### config.mk
export PLATFORM = sky130hd
export DESIGN_NAME = multicycle_ctrl_flat
export DESIGN_NICKNAME = d
export VERILOG_FILES = /design/src/rtl/multicycle_ctrl_pkg.sv /design/src/rtl/multicycle_ctrl_if.sv /design/src/rtl/multicycle_ctrl.sv /design/src/flat_wrapper.sv
export SDC_FILE = /design/constraint.sdc
export NUM_CORES = 1
export LEC_CHECK = 0
export ABC_AREA = 1
export BUFFER_PORTS_ARGS = -buffer_cell sky130_fd_sc_hd__clkbuf_2
export CORE_MARGIN = 2
export CORE_UTILIZATION = 48
export CTS_CLUSTER_DIAMETER = 80
export DETAILED_ROUTE_END_ITERATION = 7
export PLACE_DENSITY = 0.81
export SYNTH_ARGS = -nofsm -noshare
export SYNTH_HDL_FRONTEND = slang
export SYNTH_SLANG_ARGS = --single-unit
### constraint.sdc
create_clock -name clk -period 2.11 [get_ports clk]
set_clock_uncertainty 0.05 [all_clocks]
set_input_delay 0.1055 -clock clk [delete_from_list [all_inputs] [get_ports clk]]
set_output_delay 0.1055 -clock clk [all_outputs]
set_load 0.005 [all_outputs]
### src/rtl/multicycle_ctrl_pkg.sv
// Shared definitions for the multicycle controller: RV32 base opcodes, ALU op codes
// and the FSM state encoding.
package multicycle_ctrl_pkg;

  localparam logic [6:0] OPCODE_LUI    = 7'b0110111;
  localparam logic [6:0] OPCODE_AUIPC  = 7'b0010111;
  localparam logic [6:0] OPCODE_JAL    = 7'b1101111;
  localparam logic [6:0] OPCODE_JALR   = 7'b1100111;
  localparam logic [6:0] OPCODE_BRANCH = 7'b1100011;
  localparam logic [6:0] OPCODE_LOAD   = 7'b0000011;
  localparam logic [6:0] OPCODE_STORE  = 7'b0100011;
  localparam logic [6:0] OPCODE_ARITH  = 7'b0010011;
  localparam logic [6:0] OPCODE_R      = 7'b0110011;
  localparam logic [6:0] OPCODE_SYSTEM = 7'b1110011;

  localparam logic [3:0] ALUOP_ADD = 4'd0;
  localparam logic [3:0] ALUOP_SUB = 4'd1;
  localparam logic [3:0] ALUOP_AND = 4'd2;
  localparam logic [3:0] ALUOP_OR  = 4'd3;
  localparam logic [3:0] ALUOP_XOR = 4'd4;

  // HALT shares its low three bits with IDLE; the halt flag tells them apart on the
  // 3-bit debug port.
  typedef enum logic [3:0] {
    ST_IDLE   = 4'd0,
    ST_FETCH  = 4'd1,
    ST_IWAIT  = 4'd2,
    ST_DECODE = 4'd3,
    ST_EXEC   = 4'd4,
    ST_MEM    = 4'd5,
    ST_MWAIT  = 4'd6,
    ST_WB     = 4'd7,
    ST_HALT   = 4'd8
  } mc_state_e;

  function automatic logic opcode_legal(input logic [6:0] op);
    case (op)
      OPCODE_LUI, OPCODE_AUIPC, OPCODE_JAL, OPCODE_JALR, OPCODE_BRANCH,
      OPCODE_LOAD, OPCODE_STORE, OPCODE_ARITH, OPCODE_R: opcode_legal = 1'b1;
      default:                                           opcode_legal = 1'b0;
    endcase
  endfunction

endpackage

### src/rtl/multicycle_ctrl_if.sv
// Fetch and load/store handshake bundle between the controller (master) and the
// memory side (slave).
interface multicycle_ctrl_if;
  logic ifu_req_valid;
  logic ifu_req_ready;
  logic ifu_resp_valid;
  logic lsu_req_valid;
  logic lsu_req_wen;
  logic lsu_req_ready;
  logic lsu_resp_valid;

  modport master (
    output ifu_req_valid, input ifu_req_ready, input ifu_resp_valid,
    output lsu_req_valid, output lsu_req_wen, input lsu_req_ready, input lsu_resp_valid
  );

  modport slave (
    input ifu_req_valid, output ifu_req_ready, output ifu_resp_valid,
    input lsu_req_valid, input lsu_req_wen, output lsu_req_ready, output lsu_resp_valid
  );
endinterface

### src/rtl/multicycle_ctrl.sv
// Multicycle RV32 control FSM: fetch, decode, execute, memory, writeback, halt.
// Optional response timeout in IWAIT/MWAIT when MULTICYCLE_CTRL_TIMEOUT_EN is defined.
module multicycle_ctrl
  import multicycle_ctrl_pkg::*;
#(
  parameter int TIMEOUT_CYCLES = 255
) (
  input  logic                    clk,
  input  logic                    rst_n,
  multicycle_ctrl_if.master       bus,
  input  logic [6:0]              opcode,
  input  logic                    branch_cond,
  output logic                    ir_we,
  output logic                    rf_we,
  output logic                    pc_we,
  output logic [1:0]              pc_sel,
  output logic                    halt,
  output logic                    illegal,
  output logic                    timeout,
  output logic [2:0]              state
);

  mc_state_e state_q, state_d;
  logic      store_q, store_d;
  logic      illegal_q, illegal_d;
  logic      tmo_hit;

  always_ff @(posedge clk or negedge rst_n) begin
    if (!rst_n) begin
      state_q   <= ST_IDLE;
      store_q   <= 1'b0;
      illegal_q <= 1'b0;
    end else begin
      state_q   <= state_d;
      store_q   <= store_d;
      illegal_q <= illegal_d;
    end
  end

  always_comb begin
    state_d           = state_q;
    store_d           = store_q;
    illegal_d         = illegal_q;
    bus.ifu_req_valid = 1'b0;
    bus.lsu_req_valid = 1'b0;
    bus.lsu_req_wen   = 1'b0;
    ir_we             = 1'b0;
    rf_we             = 1'b0;
    pc_we             = 1'b0;
    pc_sel            = 2'd0;
    case (state_q)
      ST_IDLE: state_d = ST_FETCH;
      ST_FETCH: begin
        bus.ifu_req_valid = 1'b1;
        if (bus.ifu_req_ready && bus.ifu_resp_valid) begin
          ir_we   = 1'b1;
          state_d = ST_DECODE;
        end else if (bus.ifu_req_ready) begin
          state_d = ST_IWAIT;
        end
      end
      ST_IWAIT: begin
        if (bus.ifu_resp_valid) begin
          ir_we   = 1'b1;
          state_d = ST_DECODE;
        end else if (tmo_hit) begin
          state_d = ST_HALT;
        end
      end
      ST_DECODE: begin
        if (opcode == OPCODE_SYSTEM) begin
          state_d = ST_HALT;
        end else if (!opcode_legal(opcode)) begin
          illegal_d = 1'b1;
          state_d   = ST_HALT;
        end else begin
          state_d = ST_EXEC;
        end
      end
      ST_EXEC: begin
        // Capture store-ness here so MEM never looks at the opcode input.
        store_d = (opcode == OPCODE_STORE);
        state_d = (opcode == OPCODE_LOAD || opcode == OPCODE_STORE) ? ST_MEM : ST_WB;
      end
      ST_MEM: begin
        bus.lsu_req_valid = 1'b1;
        bus.lsu_req_wen   = store_q;
        if (bus.lsu_req_ready) state_d = ST_MWAIT;
      end
      ST_MWAIT: begin
        if (bus.lsu_resp_valid) state_d = ST_WB;
        else if (tmo_hit)       state_d = ST_HALT;
      end
      ST_WB: begin
        pc_we = 1'b1;
        rf_we = (opcode != OPCODE_BRANCH) && (opcode != OPCODE_STORE);
        if (opcode == OPCODE_JAL || (opcode == OPCODE_BRANCH && branch_cond)) pc_sel = 2'd1;
        else if (opcode == OPCODE_JALR)                                       pc_sel = 2'd2;
        state_d = ST_FETCH;
      end
      ST_HALT: state_d = ST_HALT;
      default: state_d = ST_IDLE;
    endcase
  end

`ifdef MULTICYCLE_CTRL_TIMEOUT_EN
  localparam int CNT_W = $clog2(TIMEOUT_CYCLES + 1);

  logic [CNT_W-1:0] cnt_q;
  logic             timeout_q;
  logic             in_wait;

  assign in_wait = (state_q == ST_IWAIT) || (state_q == ST_MWAIT);
  assign tmo_hit = in_wait && (cnt_q == CNT_W'(TIMEOUT_CYCLES - 1));

  always_ff @(posedge clk or negedge rst_n) begin
    if (!rst_n) begin
      cnt_q     <= '0;
      timeout_q <= 1'b0;
    end else begin
      cnt_q     <= (in_wait && state_d == state_q) ? cnt_q + 1'b1 : '0;
      // A response in the final cycle wins; only a real expiry flags timeout.
      if (tmo_hit && state_d == ST_HALT) timeout_q <= 1'b1;
    end
  end

  assign timeout = timeout_q;
`else
  assign tmo_hit = 1'b0;
  assign timeout = 1'b0;
`endif

  assign halt    = (state_q == ST_HALT);
  assign illegal = illegal_q;
  assign state   = state_q[2:0];

endmodule

### src/flat_wrapper.sv
// flat-port wrapper written by rule: the top's interface ports become plain ports
module multicycle_ctrl_flat import multicycle_ctrl_pkg::*;
#(
  parameter int TIMEOUT_CYCLES = 255
)
  (clk, rst_n, opcode, branch_cond, ir_we, rf_we, pc_we, pc_sel, halt, illegal, timeout, state, bus_ifu_req_valid, bus_ifu_req_ready, bus_ifu_resp_valid, bus_lsu_req_valid, bus_lsu_req_wen, bus_lsu_req_ready, bus_lsu_resp_valid);
  multicycle_ctrl_if bus_i ();
  input  logic clk;
  input  logic rst_n;
  input  logic [6:0] opcode;
  input  logic branch_cond;
  output logic ir_we;
  output logic rf_we;
  output logic pc_we;
  output logic [1:0] pc_sel;
  output logic halt;
  output logic illegal;
  output logic timeout;
  output logic [2:0] state;
  output wire logic [$bits(bus_i.ifu_req_valid)-1:0] bus_ifu_req_valid;
  input wire logic [$bits(bus_i.ifu_req_ready)-1:0] bus_ifu_req_ready;
  input wire logic [$bits(bus_i.ifu_resp_valid)-1:0] bus_ifu_resp_valid;
  output wire logic [$bits(bus_i.lsu_req_valid)-1:0] bus_lsu_req_valid;
  output wire logic [$bits(bus_i.lsu_req_wen)-1:0] bus_lsu_req_wen;
  input wire logic [$bits(bus_i.lsu_req_ready)-1:0] bus_lsu_req_ready;
  input wire logic [$bits(bus_i.lsu_resp_valid)-1:0] bus_lsu_resp_valid;
  assign bus_ifu_req_valid = bus_i.ifu_req_valid;
  assign bus_i.ifu_req_ready = bus_ifu_req_ready;
  assign bus_i.ifu_resp_valid = bus_ifu_resp_valid;
  assign bus_lsu_req_valid = bus_i.lsu_req_valid;
  assign bus_lsu_req_wen = bus_i.lsu_req_wen;
  assign bus_i.lsu_req_ready = bus_lsu_req_ready;
  assign bus_i.lsu_resp_valid = bus_lsu_resp_valid;
  multicycle_ctrl #(.TIMEOUT_CYCLES(TIMEOUT_CYCLES)) u_core (.clk(clk), .rst_n(rst_n), .bus(bus_i), .opcode(opcode), .branch_cond(branch_cond), .ir_we(ir_we), .rf_we(rf_we), .pc_we(pc_we), .pc_sel(pc_sel), .halt(halt), .illegal(illegal), .timeout(timeout), .state(state));
endmodule
==> results of run 1 <==
## routing by layer
layer / part of all wire, % / vias to the layer above / GRT usage, % / routed length, um
met2: 52 / 25 / 41.1 / 790
met3: 4.9 / 0 / 7.22 / 74
met5: 0 / - / 0 / 0
li1: - / 392 / - / -
met4: 0 / 0 / 0.862 / 0
met1: 43 / 328 / 25.2 / 641
## path summary, 6_finish.rpt
kind                                                 end                           from
min reg2reg                   u_core.illegal$_DFFE_PN0P_     u_core.illegal$_DFFE_PN0P_
min                        u_core.state_q[2]$_DFFE_PN0P_                          rst_n
max                                            pc_sel[0]  u_core.state_q[0]$_DFFE_PN0P_
min in group clk              u_core.store_q$_DFFE_PN0P_                      opcode[5]
max in group asynchronous  u_core.state_q[3]$_DFFE_PN0P_                          rst_n
max reg2reg                u_core.state_q[1]$_DFFE_PN0P_  u_core.state_q[1]$_DFFE_PN0P_
## placed cells by master (no fill, tap or decap), drive strengths merged
| cell | count |
|---|---|
| a21oi | 1 |
| a31oi | 1 |
| and2 | 1 |
| clkbuf | 29 |
| conb | 1 |
| dfrtp | 6 |
| dlygate4sd3 | 1 |
| inv | 27 |
| nand2 | 33 |
| nand3 | 10 |
| nand4 | 5 |
| nor2 | 16 |
| nor3 | 3 |
| o211ai | 1 |
| o21ai | 2 |
| o22ai | 1 |
## worst register-to-register path, delay by kind of cell, from the launching register on
kind | cells | cell delay (ns)
AOI/OAI and AO/OA | 1 | 0.16
and+or+nand+nor | 4 | 0.36
buffers and inverters | 2 | 0.23
DFF | 1 | 0.44
## cell families (layout without fill, tap and decap cells)
kind of cell	after synthesis	after routing	share of synthesized area, %
AO/OA/AOI/OAI	6	6	5.61
buffers and inverters	31	57	21.0
flip-flops	6	6	24.0
AND/OR/NAND/NOR	68	68	48.7
other	1	1	0.601
## metrics by stage
stage / cell area [um2] / std cells / worst slack (ns) / util (%)
2_1_floorplan: 624 / 112 / 0.964 / -
3_3_place_gp: 742 / 148 / 0.863 / 64.2
3_5_place_dp: 742 / 148 / 0.851 / 64.2
4_1_cts: 774 / 152 / 0.593 / 67.0
5_1_grt: 774 / 152 / 0.451 / 67.0
6_report: 774 / 152 / 0.592 / 67.0
## state kept, by name (all words and copies together) (netlist names)
name,count
u_core.state_q,4
u_core.store_q,1
u_core.illegal,1
## power by group
| group | switching (mW) | total, mW | internal, mW |
|---|---|---|---|
| Clock | 0.0430 | 0.107 | 0.0644 |
| Combinational | 0.216 | 0.356 | 0.140 |
| Sequential | 0.0615 | 0.216 | 0.155 |
| Total | 0.321 | 0.680 | 0.360 |
## area by class of cell
cell class / count / area (um2)
well taps: 14 / 17.5
clock buffers: 3 / 22.5
repair buffers: 27 / 140
inverters: 27 / 101
fillers: 126 / 382
flip-flops and latches: 6 / 150
multi-input cells: 75 / 343
==> results by group, run 1 <==
Logic synthesis
  • Syn_area_per_cell: 5.57 um2
  • Top cells by count, synth: nand2_1 (33), inv_1 (24), nor2_1 (13)
  • Share of the synthesized area in the top cell type: 24.0%
  • Mapped Area: 624 um2
  • Seq/Total Area, Yosys: 24.0%
  • Synth unique cells: 19
  • Async S/R FF share, synth: 100%
  • Post-synth EDFFs: 0
  • Ys flop type: dfrtp_1
  • Ys Warns: 0
  • Count leader, synth: nand2_1
  • Dominant cell type by area after synthesis: dfrtp_1
  • Top cells by area, synth: dfrtp_1 (24%), nand2_1 (20%), inv_1 (14%)
  • Register bit count reported by yosys: 6
  • Synthesized Nets: 126
  • Synth Instances: 112

Global route
  • Vias in the first global route: 645
  • Global-route wire length before repair: 2.42 mm
  • Initial antenna violation count: 0
  • Gr usage total: 22.0%
  • GR Overflow Total: 0
  • Largest net degree at the start of global routing: 9

Worst setup path
  • Req. time, crit path: 1.95 ns
  • CP Max Fanout: 8
  • Worst setup path category: reg -> out
  • Worst path arrival time: 1.36 ns
  • Largest stage delay, worst path: 0.48 ns
  • Setup crit start kind: flip-flop
  • Most frequent CP cell: nand2_1
  • CP max-delay cell: dfrtp_1
  • Worst path cell trace: nand2_1 > inv_1 > nand2_1 > nor3_1 > clkbuf_2
  • Worst path top cell family by delay: flip-flops
  • FF-to-FF setup slack: 0.81 ns
  • Critical Path Stages: 5
  • Critical path capture point type: output pin
  • Buf/Inv on CP: 2
  • Worst R2R Path Depth: 7

Floorplan
  • Rows: 12
  • Die X-Extent: 40.1 um
  • Die Span Y: 40.1 um
  • Core Region: 1160 um2
  • DIE AREA: 1610 um2
  • Initial core utilization: 54.0%
  • IO Count: 28

STA
  • Setup TNS Final: 0 ns
  • Setup-failing EPs final: 0
  • Final slew viol count: 0
  • Hold Violations, Final: 0
  • Worst Hold Slack: 0.160 ns
  • Fin crit share: 71.9%
  • RSZ-0062 raised after global routing: false
  • Max Fclk: 659 MHz
  • Min Tclk post-route: 1.52 ns

Detailed routing
  • Remaining DRCs: 0
  • Routed len/inst: 9.91 um
  • Initial drt markers: 22
  • Vias per cell: 4.90
  • Final WL: 1.51 mm
  • Vias: 745
  • Final ANT Viol Nets: 0
  • Pre-antenna DRT Iters: 4

Power and ir drop
  • Leak: 0.508 nW
  • Power per cell area: 878 nW/um2
  • Final Power: 0.680 mW
  • Peak supply drop: 0.529 mV

Cells and area
  • Area growth, synth to finish: 24.0%
  • Number of antenna diodes: 0
  • Final nets: 154
  • Share of cells above drive strength 1: 25.4%

Placed design
  • Port buffer count: 26
  • HPWL Detailed: 1.27 mm
  • GP Congestion: 0.786

Clocking
  • CTS resizes: 0
  • Clk Latency, worst-skew pair: 0.25 ns
  • H-tree depth: 1
  • Clock tree sinks: 6
  • Clock Path Buffers: 2
  • Post-CTS setup buffers: 0
  • Post-cts hold buffer count: 1
  • Clock slew at reported path FFs: 0.05 ns
  • Clock root cell: clkbuf_4
  • CTS Buf Count: 3
  • CTS tree: yes

Worst hold path
  • Hold Path Class: in -> async

Run status
  • Status: complete, no violations

Run
  • Max_cap viols: 0
(Power assumes the default switching activity.)
==> inputs of run 2 (changes only) <==
- CORE_UTILIZATION: 48 -> 41
- PLACE_DENSITY: 0.81 -> 0.74
- clock period: 2.11 -> 1.33 ns (I/O delays scaled with it)
==> results by group, run 2 (synthesized netlist as in run 1, its figures left out) <==
Detailed routing
  • Final WL: 1.90 mm (+26%)
  • Routed len/inst: 11.2 um (+13%)
  • Initial drt markers: 23 (+4.5%)
  • Final ANT Viol Nets: 0 (unchanged)
  • Pre-antenna DRT Iters: 6 (+2)
  • Vias: 822 (+10%)
  • Vias per cell: 4.84 (-1.3%)
  • Remaining DRCs: 0 (unchanged)

Floorplan
  • Core Region: 1470 um2 (+27%)
  • DIE AREA: 1850 um2 (+15%)
  • Die X-Extent: 43.0 um (+7.4%)
  • Initial core utilization: 42.4% (-12 points)
  • Rows: 14 (+2)
  • IO Count: 28 (unchanged)
  • Die Span Y: 43.0 um (+7.4%)

Worst setup path
  • CP Max Fanout: 4 (-4)
  • Critical R2R Launch: u_core.state_q[3]$_DFFE_PN0P_
  • Worst R2R Path Depth: 8 (+1)
  • Worst path arrival time: 1.27 ns (-0.09 ns)
  • Critical path capture point type: output pin
  • Crit path from: u_core.state_q[1]$_DFFE_PN0P_
  • FF-to-FF setup slack: -0.04 ns (-0.85 ns)
  • Critical Path Stages: 4 (-1)
  • Req. time, crit path: 1.21 ns (-0.74 ns)
  • Largest stage delay, worst path: 0.44 ns (-0.04 ns)
  • Setup crit end: bus_lsu_req_wen
  • Setup crit start kind: flip-flop
  • Buf/Inv on CP: 2 (unchanged)
  • Reg2reg end: u_core.state_q[1]$_DFFE_PN0P_
  • CP max-delay cell: dfrtp_2
  • Worst path top cell family by delay: flip-flops
  • Worst path cell trace: buf_6 > nor3_4 > and2_1 > clkbuf_2
  • Worst setup path category: reg -> out

Power and ir drop
  • Power per cell area: 1550 nW/um2 (+77%)
  • Leak: 0.588 nW (+16%)
  • Peak supply drop: 0.634 mV (+20%)
  • Final Power: 1.48 mW (+120%)

Placed design
  • HPWL Detailed: 1.27 mm (unchanged)
  • Placed cell count: 152 (+2.7%)
  • Port buffer count: 26 (unchanged)
  • GP Congestion: 0.857 (+9.0%)

STA
  • Setup ws final: -0.0588 ns (-0.651 ns)
  • Min Tclk post-route: 1.39 ns
  • Hold Violations, Final: 0 (unchanged)
  • Max Fclk: 720 MHz
  • Final slew viol count: 0 (unchanged)
  • Setup-failing EPs final: 6 (+6)
  • Setup TNS Final: -0.210 ns (-0.210 ns)
  • Fin crit share: 104%
  • RSZ-0062 raised after global routing: true

Cells and area
  • Most frequent cells in the layout: nand2_1 (29), clkbuf_2 (26), inv_1 (20)
  • Final-layout fill cell count: 144 (+14%)
  • Commonest non-fill, non-tap cell in the layout: nand2_1
  • Final Non-Filler Cells: 170 (+12%)
  • Area growth, synth to finish: 53.1%
  • Final core utilization: 65.0% (-2.0 points)
  • Max FFs per register: 4 (unchanged)
  • Final nets: 170 (+10%)
  • Share of cells above drive strength 1: 44.2% (+19 points)
  • Largest reg by FF count: u_core.state_q
  • Number of antenna diodes: 0 (unchanged)

Clocking
  • Clk Latency, worst-skew pair: 0.24 ns (about the same)
  • Clock tree sinks: 6 (unchanged)
  • Clock slew at reported path FFs: 0.04 ns (about the same)
  • Clock Path Buffers: 2 (unchanged)
  • H-tree depth: 1 (unchanged)
  • Clock root cell: clkbuf_4
  • CTS Buf Count: 3 (unchanged)
  • CTS tree: yes

Worst hold path
  • Hold Path Class: in -> async

Global route
  • Largest net degree at the start of global routing: 7 (-2)
  • Gr usage total: 19.1% (-3.0 points)
  • Initial antenna violation count: 0 (unchanged)
  • GR Overflow Total: 0 (unchanged)
  • Vias in the first global route: 698 (+8.2%)
  • Global-route wire length before repair: 2.73 mm (+13%)

Run status
  • Failing checks: setup timing
  • Status: finished, violations left

Run
  • Max_cap viols: 0 (unchanged)
[run 2: cell types whose count changed in the layout (fill, tap and decap cells not counted), moves of 3 or more]
cell,delta
buf_4,+15
dfrtp_1,-4
dfrtp_2,+4
inv_1,-4
nand2_1,-4
nand2_2,+4
inv_2,+3
nor3_1,-3
[run 2: repair_timing]
item                                   in CTS  in global routing
pin swaps                                   6                  7
endpoints found under the hold margin       6                  0
resized for setup                          14                  7
setup endpoints to repair                   6                 10
buffers inserted                            6                  8
hold buffers                                1                  0
[run 2: cell type report]
cell class | count | area (um2) | share of cell area [%]
multi-input cells | 75 | 390 | 40.8
repair buffers | 43 | 264 | 27.6
flip-flops and latches | 6 | 155 | 16.2
inverters | 27 | 104 | 10.9
clock buffers | 3 | 22.5 | 2.36
well taps | 16 | 20.0 | 2.09
[run 2: how the worst min path moves through the flow]
stage / to / cells after the start / startpoint / slack [ns]
2_1_floorplan: u_core.illegal$_DFFE_PN0P_ / 0 / rst_n / -0.28
3_3_place_gp: u_core.state_q[0]$_DFFE_PN0P_ / 1 / rst_n / -0.15
3_5_place_dp: u_core.state_q[1]$_DFFE_PN0P_ / 1 / rst_n / -0.15
4_1_cts: u_core.state_q[0]$_DFFE_PN0P_ / 5 / bus_ifu_req_ready / 0.13
5_1_grt: u_core.state_q[0]$_DFFE_PN0P_ / 5 / bus_ifu_req_ready / 0.13
6_report: u_core.state_q[1]$_DFFE_PN0P_ / 2 / rst_n / 0.13
[run 2: stage by stage]
| step | worst slack (ns) | hold slack [ns] | area, um2 |
|---|---|---|---|
| 2_1_floorplan | 0.216 | -0.279 | 624 |
| 3_3_place_gp | 0.138 | -0.151 | 759 |
| 3_5_place_dp | 0.111 | -0.151 | 759 |
| 4_1_cts | -0.0266 | 0.128 | 872 |
| 5_1_grt | -0.120 | 0.134 | 956 |
| 6_report | -0.0588 | 0.133 | 956 |
[run 2: where the power goes]
group / internal (mW) / leakage (nW) / total, mW / switching [mW]
logic: 0.451 / 0.509 / 0.970 / 0.519
registers: 0.256 / 0.0650 / 0.354 / 0.0981
clock network: 0.102 / 0.0138 / 0.161 / 0.0591
[run 2: layer usage]
metal,track usage [%],share of wire (%),up-vias
li1,-,-,427
met1,23.0,42,369
met2,33.3,55,24
met3,5.53,2.7,2
met4,4.24,0.74,0
met5,0,0,-
